<file path="config.mk">
export PLATFORM = sky130hd
export DESIGN_NAME = hazard_sched_ctrl_flat
export DESIGN_NICKNAME = d
export VERILOG_FILES = /design/src/rtl/hazard_sched_ctrl_if.sv /design/src/rtl/hazard_sched_ctrl.sv /design/src/flat_wrapper.sv
export SDC_FILE = /design/constraint.sdc
export NUM_CORES = 1
export LEC_CHECK = 0
export ABC_AREA = 1
export CORE_MARGIN = 8
export CORE_UTILIZATION = 38
export CTS_BUF_LIST = sky130_fd_sc_hd__clkbuf_8
export CTS_CLUSTER_DIAMETER = 100
export DETAILED_ROUTE_END_ITERATION = 10
export GPL_ROUTABILITY_DRIVEN = 0
export MAX_ROUTING_LAYER = met4
export PLACE_DENSITY = 0.77
export SETUP_SLACK_MARGIN = 0.15
export SLEW_MARGIN = 40
export SYNTH_ARGS = -nofsm -noshare
export SYNTH_HDL_FRONTEND = slang
export SYNTH_SLANG_ARGS = --single-unit
</file>
<file path="constraint.sdc">
create_clock -name clk -period 1.4 [get_ports clk]
set_input_delay 0.28 -clock clk [delete_from_list [all_inputs] [get_ports clk]]
set_output_delay 0.28 -clock clk [all_outputs]
set_load 0.01 [all_outputs]
</file>
<file path="src/rtl/hazard_sched_ctrl_if.sv">
// Pipeline-to-hazard-controller bundle: ID/EX hazard inputs and stall/flush/mult controls.
// master = pipeline datapath side, slave = hazard_sched_ctrl.
interface hazard_sched_ctrl_if #(
    parameter int unsigned ADDR_RFILE = 5
) ();
    logic                  ex_mem_r;
    logic [ADDR_RFILE-1:0] ex_addr_rt;
    logic [ADDR_RFILE-1:0] id_addr_rs;
    logic [ADDR_RFILE-1:0] id_addr_rt;
    logic                  id_uses_rt;
    logic                  id_mult;
    logic                  branch_taken;

    logic                  pc_en;
    logic                  ifid_en;
    logic                  stall_ctrl;
    logic [1:0]            stall_ctrl_ab;
    logic                  flush_ctrl;
    logic                  mult_sel;
    logic                  mult_busy;
    logic                  mult_done;

    modport master (
        output ex_mem_r, ex_addr_rt, id_addr_rs, id_addr_rt, id_uses_rt, id_mult, branch_taken,
        input  pc_en, ifid_en, stall_ctrl, stall_ctrl_ab, flush_ctrl, mult_sel, mult_busy, mult_done
    );

    modport slave (
        input  ex_mem_r, ex_addr_rt, id_addr_rs, id_addr_rt, id_uses_rt, id_mult, branch_taken,
        output pc_en, ifid_en, stall_ctrl, stall_ctrl_ab, flush_ctrl, mult_sel, mult_busy, mult_done
    );
endinterface

</file>
<file path="src/rtl/hazard_sched_ctrl.sv">
// Hazard controller for the 5-stage pipeline: load-use stall, multi-cycle mult freeze, branch flush.
// Optional HAZ_PERF_CNT_EN adds saturating stall/flush performance counters.
module hazard_sched_ctrl #(
    parameter int unsigned ADDR_RFILE = 5,
    parameter int unsigned MULT_LAT   = 4,
    parameter int unsigned FLUSH_CYC  = 2
) (
    input  logic                 clk,
    input  logic                 rst,
    hazard_sched_ctrl_if.slave   hif
`ifdef HAZ_PERF_CNT_EN
    ,
    output logic [15:0]          perf_lu_stall,
    output logic [15:0]          perf_mult_stall,
    output logic [15:0]          perf_flush
`endif
);

    localparam int unsigned MAX_LAT   = (MULT_LAT > FLUSH_CYC) ? MULT_LAT : FLUSH_CYC;
    localparam int unsigned CNT_W_RAW = $clog2(MAX_LAT);
    localparam int unsigned CNT_W     = (CNT_W_RAW < 3) ? 3 : CNT_W_RAW;
    localparam int unsigned MULT_LOAD = MULT_LAT - 2;
    localparam int unsigned FLUSH_LOAD = (FLUSH_CYC > 1) ? (FLUSH_CYC - 2) : 0;

    typedef enum logic [1:0] {
        RUN   = 2'd0,
        MULT  = 2'd1,
        FLUSH = 2'd2
    } state_e;

    state_e             state_q, state_d;
    logic [CNT_W-1:0]   cnt_q, cnt_d;

    logic [ADDR_RFILE-1:0] ex_rt, id_rs, id_rt;
    logic hz_rs, hz_rt, hz;

    logic       pc_en_c, ifid_en_c, stall_c, flush_c, mult_sel_c, mult_busy_c, mult_done_c;
    logic [1:0] stall_ab_c;

    assign ex_rt = hif.ex_addr_rt;
    assign id_rs = hif.id_addr_rs;
    assign id_rt = hif.id_addr_rt;

    // Load-use detection; register zero never carries a real dependency.
    assign hz_rs = hif.ex_mem_r && (ex_rt != '0) && (id_rs == ex_rt);
    assign hz_rt = hif.ex_mem_r && (ex_rt != '0) && hif.id_uses_rt && (id_rt == ex_rt);
    assign hz    = hz_rs || hz_rt;

    always_ff @(posedge clk) begin
        if (rst) begin
            state_q <= RUN;
            cnt_q   <= '0;
        end else begin
            state_q <= state_d;
            cnt_q   <= cnt_d;
        end
    end

    always_comb begin
        state_d     = state_q;
        cnt_d       = cnt_q;
        pc_en_c     = 1'b0;
        ifid_en_c   = 1'b0;
        stall_c     = 1'b0;
        stall_ab_c  = 2'b00;
        flush_c     = 1'b0;
        mult_sel_c  = 1'b0;
        mult_busy_c = 1'b0;
        mult_done_c = 1'b0;

        case (state_q)
            RUN: begin
                if (hif.branch_taken) begin
                    flush_c   = 1'b1;
                    pc_en_c   = 1'b1;
                    ifid_en_c = 1'b1;
                    if (FLUSH_CYC > 1) begin
                        state_d = FLUSH;
                        cnt_d   = CNT_W'(FLUSH_LOAD);
                    end
                end else if (hz) begin
                    stall_c    = 1'b1;
                    stall_ab_c = {hz_rs, hz_rt};
                end else if (hif.id_mult) begin
                    pc_en_c   = 1'b1;
                    ifid_en_c = 1'b1;
                    state_d   = MULT;
                    cnt_d     = CNT_W'(MULT_LOAD);
                end else begin
                    pc_en_c   = 1'b1;
                    ifid_en_c = 1'b1;
                end
            end
            MULT: begin
                mult_busy_c = 1'b1;
                mult_sel_c  = 1'b1;
                if (cnt_q == '0) begin
                    mult_done_c = 1'b1;
                    pc_en_c     = 1'b1;
                    ifid_en_c   = 1'b1;
                    state_d     = RUN;
                end else begin
                    cnt_d = cnt_q - CNT_W'(1);
                end
            end
            FLUSH: begin
                // ID holds a wrong-path instruction, so hazards and new branches are masked.
                flush_c   = 1'b1;
                pc_en_c   = 1'b1;
                ifid_en_c = 1'b1;
                if (cnt_q == '0) begin
                    state_d = RUN;
                end else begin
                    cnt_d = cnt_q - CNT_W'(1);
                end
            end
            default: begin
                state_d = RUN;
                cnt_d   = '0;
            end
        endcase

        if (rst) begin
            state_d     = RUN;
            cnt_d       = '0;
            pc_en_c     = 1'b0;
            ifid_en_c   = 1'b0;
            stall_c     = 1'b0;
            stall_ab_c  = 2'b00;
            flush_c     = 1'b0;
            mult_sel_c  = 1'b0;
            mult_busy_c = 1'b0;
            mult_done_c = 1'b0;
        end
    end

    assign hif.pc_en         = pc_en_c;
    assign hif.ifid_en       = ifid_en_c;
    assign hif.stall_ctrl    = stall_c;
    assign hif.stall_ctrl_ab = stall_ab_c;
    assign hif.flush_ctrl    = flush_c;
    assign hif.mult_sel      = mult_sel_c;
    assign hif.mult_busy     = mult_busy_c;
    assign hif.mult_done     = mult_done_c;

`ifdef HAZ_PERF_CNT_EN
    localparam int unsigned PERF_W = 16;

    logic [PERF_W-1:0] perf_lu_q, perf_lu_d;
    logic [PERF_W-1:0] perf_mult_q, perf_mult_d;
    logic [PERF_W-1:0] perf_flush_q, perf_flush_d;
    logic              lu_inc, mult_inc, flush_inc;

    assign lu_inc    = stall_c;
    assign mult_inc  = mult_busy_c && !pc_en_c;
    assign flush_inc = (state_q == RUN) && hif.branch_taken && !rst;

    // Saturating increments; each counter holds at all-ones.
    always_comb begin
        perf_lu_d    = perf_lu_q;
        perf_mult_d  = perf_mult_q;
        perf_flush_d = perf_flush_q;
        if (lu_inc && (perf_lu_q != '1)) begin
            perf_lu_d = perf_lu_q + PERF_W'(1);
        end
        if (mult_inc && (perf_mult_q != '1)) begin
            perf_mult_d = perf_mult_q + PERF_W'(1);
        end
        if (flush_inc && (perf_flush_q != '1)) begin
            perf_flush_d = perf_flush_q + PERF_W'(1);
        end
    end

    always_ff @(posedge clk) begin
        if (rst) begin
            perf_lu_q    <= '0;
            perf_mult_q  <= '0;
            perf_flush_q <= '0;
        end else begin
            perf_lu_q    <= perf_lu_d;
            perf_mult_q  <= perf_mult_d;
            perf_flush_q <= perf_flush_d;
        end
    end

    assign perf_lu_stall   = perf_lu_q;
    assign perf_mult_stall = perf_mult_q;
    assign perf_flush      = perf_flush_q;
`endif

endmodule
</file>
<file path="src/flat_wrapper.sv">
// flat-port wrapper written by rule: the top's interface ports become plain ports
module hazard_sched_ctrl_flat 
#(
    parameter int unsigned ADDR_RFILE = 5,
    parameter int unsigned MULT_LAT   = 4,
    parameter int unsigned FLUSH_CYC  = 2
)
  (clk, rst, hif_ex_mem_r, hif_ex_addr_rt, hif_id_addr_rs, hif_id_addr_rt, hif_id_uses_rt, hif_id_mult, hif_branch_taken, hif_pc_en, hif_ifid_en, hif_stall_ctrl, hif_stall_ctrl_ab, hif_flush_ctrl, hif_mult_sel, hif_mult_busy, hif_mult_done);
  hazard_sched_ctrl_if #(.ADDR_RFILE(ADDR_RFILE)) hif_i ();
  input  logic clk;
  input  logic rst;
  input wire logic [$bits(hif_i.ex_mem_r)-1:0] hif_ex_mem_r;
  input wire logic [$bits(hif_i.ex_addr_rt)-1:0] hif_ex_addr_rt;
  input wire logic [$bits(hif_i.id_addr_rs)-1:0] hif_id_addr_rs;
  input wire logic [$bits(hif_i.id_addr_rt)-1:0] hif_id_addr_rt;
  input wire logic [$bits(hif_i.id_uses_rt)-1:0] hif_id_uses_rt;
  input wire logic [$bits(hif_i.id_mult)-1:0] hif_id_mult;
  input wire logic [$bits(hif_i.branch_taken)-1:0] hif_branch_taken;
  output wire logic [$bits(hif_i.pc_en)-1:0] hif_pc_en;
  output wire logic [$bits(hif_i.ifid_en)-1:0] hif_ifid_en;
  output wire logic [$bits(hif_i.stall_ctrl)-1:0] hif_stall_ctrl;
  output wire logic [$bits(hif_i.stall_ctrl_ab)-1:0] hif_stall_ctrl_ab;
  output wire logic [$bits(hif_i.flush_ctrl)-1:0] hif_flush_ctrl;
  output wire logic [$bits(hif_i.mult_sel)-1:0] hif_mult_sel;
  output wire logic [$bits(hif_i.mult_busy)-1:0] hif_mult_busy;
  output wire logic [$bits(hif_i.mult_done)-1:0] hif_mult_done;
  assign hif_i.ex_mem_r = hif_ex_mem_r;
  assign hif_i.ex_addr_rt = hif_ex_addr_rt;
  assign hif_i.id_addr_rs = hif_id_addr_rs;
  assign hif_i.id_addr_rt = hif_id_addr_rt;
  assign hif_i.id_uses_rt = hif_id_uses_rt;
  assign hif_i.id_mult = hif_id_mult;
  assign hif_i.branch_taken = hif_branch_taken;
  assign hif_pc_en = hif_i.pc_en;
  assign hif_ifid_en = hif_i.ifid_en;
  assign hif_stall_ctrl = hif_i.stall_ctrl;
  assign hif_stall_ctrl_ab = hif_i.stall_ctrl_ab;
  assign hif_flush_ctrl = hif_i.flush_ctrl;
  assign hif_mult_sel = hif_i.mult_sel;
  assign hif_mult_busy = hif_i.mult_busy;
  assign hif_mult_done = hif_i.mult_done;
  hazard_sched_ctrl #(.ADDR_RFILE(ADDR_RFILE), .MULT_LAT(MULT_LAT), .FLUSH_CYC(FLUSH_CYC)) u_core (.clk(clk), .rst(rst), .hif(hif_i));
endmodule
</file>
* Word-level counts from Yosys, hierarchy flattened
Index checks and enable logic that the tools add are counted.
** Storage, ports and cells
- Logic and storage cells :: 52
- Input port bits :: 21
- Register bits :: 5
- Output and inout port bits :: 9
** Cells by class
- Mux-type cells :: 30
- Add/subtract/negate cells :: 1
- Reductions and logical operators :: 11
- Eq/ne operators :: 8
** Operators by type and width (count)
- two-way mux 2 bit :: 8
- two-way mux 1 bit :: 14
- two-way mux 3 bit :: 4
- equality test 5 bit :: 2
- inequality test 3 bit (second input constant) :: 2
- case mux 3 bit (2 select lines) :: 1
- AND reduction 3 bit :: 2
- nonzero test 5 bit :: 1
- logical AND 1 bit :: 4
- case mux 2 bit (2 select lines) :: 1
- zero test 3 bit :: 1
- case mux 1 bit (3 select lines) :: 1
- subtractor 3 x 1 -> 3 bit (second input constant) :: 1
- equality test 2 x 1 -> 1 bit (second input constant) :: 1
- equality test 2 bit (second input constant) :: 1
- zero test 2 bit :: 1
- inequality test 2 x 1 -> 1 bit (second input constant) :: 1
- inequality test 2 bit (second input constant) :: 1
- case mux 1 bit (2 select lines) :: 1
- OR reduction 2 bit :: 1
- logical OR 1 bit :: 1

* Longest topological paths before layout
Gate-level depths: netlist (run 1).
- Depth after elaboration :: 9
- Mapped depth :: 13

* Worst setup path before layout (run 1)
No wires, ideal clock.
- Path type :: flip-flop to output port
- Start :: reg u_core.state_q[1]
- End :: out hif_pc_en
- Data arrival time :: 1264 ps
- Setup slack :: -144 ps
- Cell stages (with the launch flop) :: 5
- Required time :: 1120 ps
- Cell sequence :: dfxtp_1 > ha_1 > or2_2 > a31oi_1 > buf_4
** Between the ends
- Word-level cells in the longest chain between the ends :: 3
- Elaborated cells between the ends (all ways) :: 5
** RTL lines
- start: declaration :: RTL line hazard_sched_ctrl.sv:31 : state_e state_q, state_d;
- start signal: assignment :: RTL line hazard_sched_ctrl.sv:54 : state_q <= state_d;
- equality test 2 bit (tied with other cells)
- case mux 1 bit (3 select lines) (*)
- two-way mux 1 bit (*)
- end: declaration :: RTL line flat_wrapper.sv:19 : output wire logic [$bits(hif_i.pc_en)-1:0] hif_pc_en;
Mark *: on every way between the ends. The rest lies on a longest branch, timed or not.

* Worst setup path after layout (run 1)
- Start :: in hif_ex_addr_rt[3]
- End :: out hif_ifid_en
** Between the ends
- Word-level cells in the longest chain between the ends :: 9
- Elaborated cells between the ends (all ways) :: 12
** RTL lines
- start: declaration :: RTL line flat_wrapper.sv:13 : input wire logic [$bits(hif_i.ex_addr_rt)-1:0] hif_ex_addr_rt;
- nonzero test 5 bit :: RTL line hazard_sched_ctrl.sv:45, hazard_sched_ctrl.sv:46
- logical AND 1 bit :: RTL line hazard_sched_ctrl.sv:45, hazard_sched_ctrl.sv:46
- logical AND 1 bit (2 in a row) :: RTL line hazard_sched_ctrl.sv:46 : assign hz_rt = hif.ex_mem_r && (ex_rt != '0) && hif.id_uses_rt && (id_rt == ex_rt);
- logical OR 1 bit (*) :: RTL line hazard_sched_ctrl.sv:47 : assign hz = hz_rs || hz_rt;
- two-way mux 1 bit (*) :: RTL line hazard_sched_ctrl.sv:81 : end else if (hz) begin
- two-way mux 1 bit (*) :: RTL line hazard_sched_ctrl.sv:73 : if (hif.branch_taken) begin
- case mux 1 bit (3 select lines) (*) :: RTL line hazard_sched_ctrl.sv:71 : case (state_q)
- two-way mux 1 bit (*) :: RTL line hazard_sched_ctrl.sv:123 : if (rst) begin
- end: declaration :: RTL line flat_wrapper.sv:20 : output wire logic [$bits(hif_i.ifid_en)-1:0] hif_ifid_en;
Marks and branches as above.

==> reports/metrics.cfg, run 1 <==
[run_status]
status=complete, but fails checks
failed_checks=negative setup slack

[floorplanning]
core_um2=1690
fp.dieH_um=57.9
fp.dieW_um=57.9
ios=30
initial_core_util_pct=39.6
die_area_um2=3360
rows=15

[timing]
hold_ws_ns=0.505
slew_headroom_pct=82.5
setup_ws_ns=-0.257
worst_pin_slew_ns=0.262
setup_viol=14
max_freq_mhz=604
hold_viol=0
slew_viol_final=0
skew_ns=0.00669
fin_crit_ns=1.66
rsz0062_at_grt=yes
finalCritPeriodShare_pct=118

[cts]
cts_tree=yes
clk_latency_ns=0.23
cts-hold-fix-buffers=0
htree_levels=1
clockRootBuffer=clkbuf_8
clkTransAtPathRegs_ns=0.03
clock_path_buffers=2
cts_sinks=5
cts_buffers=3

[setup_path]
endpoint_kind=output port
crit_arrival_ns=1.38
startpoint_type=input pin
reg2reg_from=u_core.state_q[0]
crit_start=hif_ex_addr_rt[3]
regToRegSetupSlack_ns=-0.03
path_max_fanout=3
required_ns=1.12
worstSetupPathType=in2out

[route]
firstDrtPassIters=4
drc=0
detail-route-antenna-nets=0
drt-total-wl_mm=2.61
routed_via_density=4.84
num_vias=867
drt_iter0_markers=17
post_drt_wl_per_cell_um=14.6

[synthesis]
syn_area_um2=668
avgSynthCellArea_um2=6.07
ys_seq_elements=5
synth_nets=137
ys_warn_count=0
ys_types=22
syn_inst=110
yosysSeqAreaShare_pct=15.0

[grt]
antenna_found_initial=0
grt_pass1_vias=942
grt_usage_pct=15.9
grt_max_degree=5
grt_overflow=0
grt_pass1_wl_mm=4.17

[finish]
antenna_cells=0
syn2layout_area_growth_pct=101
drive_gt1_share_pct=61.7
nets=190
final_core_util_pct=79.6

[min_path]
hp-start=u_core.cnt_q[0]
hold_class=reg2reg

[power_and_ir_drop]
p_total_w=0.00199
p_per_area_nw_per_um2=1480
leakage_nw=0.672
max-vdd-ir-drop_mv=1.11

[run]
maxCapViolCount=0

[place]
portBuffers=29
dp_hpwl_mm=1.80

[routing by layer]
layer	GRT usage [%]	vias to the layer above	wire length, um
met5	-	-	0
li1	-	438	-
met2	30.4	28	1390
met1	15.8	397	1050
met3	5.52	4	141
met4	1.05	0	29
[cells in the mapped netlist, drive strengths merged]
master   n  area [um^2]
inv     22         82.6
ha       6         75.1
buf      2         15.0
o22ai    1         6.26
o21ai    2         10.0
a21oi    4         23.8
dfxtp    5          100
nand4    1         6.26
nor2    22         90.1
xor2     5         43.8
clkinv   1         3.75
or2      1         6.26
xnor2    1         8.76
nand2   27          119
nand3    8         65.1
a31oi    2         12.5
[final timing paths]
path	end	cells after the start
worst max-delay path	hif_ifid_en	10
worst min-delay path	u_core.cnt_q[0]	2
worst max register to register	u_core.state_q[1]	8
worst min register to register	u_core.cnt_q[0]	2
[power breakdown]
| group | switching, W | leakage, nW | internal, W |
|---|---|---|---|
| Clock | 0.0000826 | 0.0269 | 0.000189 |
| Sequential | 0.0000521 | 0.0427 | 0.000208 |
| Combinational | 0.000755 | 0.602 | 0.000704 |
| Total | 0.000890 | 0.672 | 0.00110 |
[stage by stage]
step / std cells / cell area (um^2) / setup WS [ns] / setup TNS [ns]
3_5_place_dp: 171 / 1150 / -1.05 / -9.04
2_1_floorplan: 110 / 729 / 0.00703 / 0
6_report: 179 / 1350 / -0.257 / -1.55
3_3_place_gp: 171 / 1150 / -0.977 / -8.58
4_1_cts: 179 / 1310 / -0.272 / -1.34
5_1_grt: 179 / 1350 / -0.298 / -2.18
[layout make-up]
type / count / area (um^2)
multi-input cells: 80 / 669
repair buffers: 50 / 394
fillers: 104 / 344
flip-flops and latches: 5 / 108
inverters: 23 / 108
clock buffers: 3 / 41.3
well taps: 17 / 21.3
clock inverters: 1 / 3.75
[sequential cells by signal, indices dropped and copies added, names as in the netlist]
signal / flops
u_core.cnt_q: 3
u_core.state_q: 2
[cells in the final DEF (no fill, tap or decap), types with 4 or more instances in the layout]
master / n
dlygate4sd2_1: 8
buf_2: 12
buf_6: 7
inv_2: 6
nor2_2: 11
nand2_1: 12
inv_1: 13
nand2_2: 12
buf_4: 16
ha_4: 4
xor2_1: 4
nor2_1: 8
[kinds of logic (layout without fill, tap and decap cells)]
family          Yosys count  in the layout  synth area share, %
simple gates             59             59                 42.9
flops                     5              5                 15.0
buf+inv                  25             77                 15.2
xor+xnor                  6              6                 7.87
fa+ha+maj                 6              6                 11.2
compound gates            9              9                 7.87
[timing repair]
action | in CTS | in global routing
pin swaps | 28 | 23
setup endpoints to repair | 14 | 14
gates resized for setup | 112 | 22
buffers inserted | 4 | 0
[worst max-delay path, cell delays in order]
cell	delay (ns)
buf_6	0.09
buf_8	0.13
xor2_1	0.18
nor2_2	0.16
nand3_2	0.11
nand2_2	0.09
inv_2	0.05
nand2_2	0.07
a31oi_4	0.09
buf_6	0.13
No activity file was read; power rests on OpenSTA's default activity.
==> run 2, diff against run 1 <==
CAP_MARGIN = 20   (was default)
==> results of run 2 <==
No change in the layout: final DEF, timing and power equal those of run 1.
==> run 3, diff against run 2 <==
RECOVER_POWER = 100   (was default)
==> results of run 3 <==
No change in the layout: final DEF, timing and power equal those of run 1.
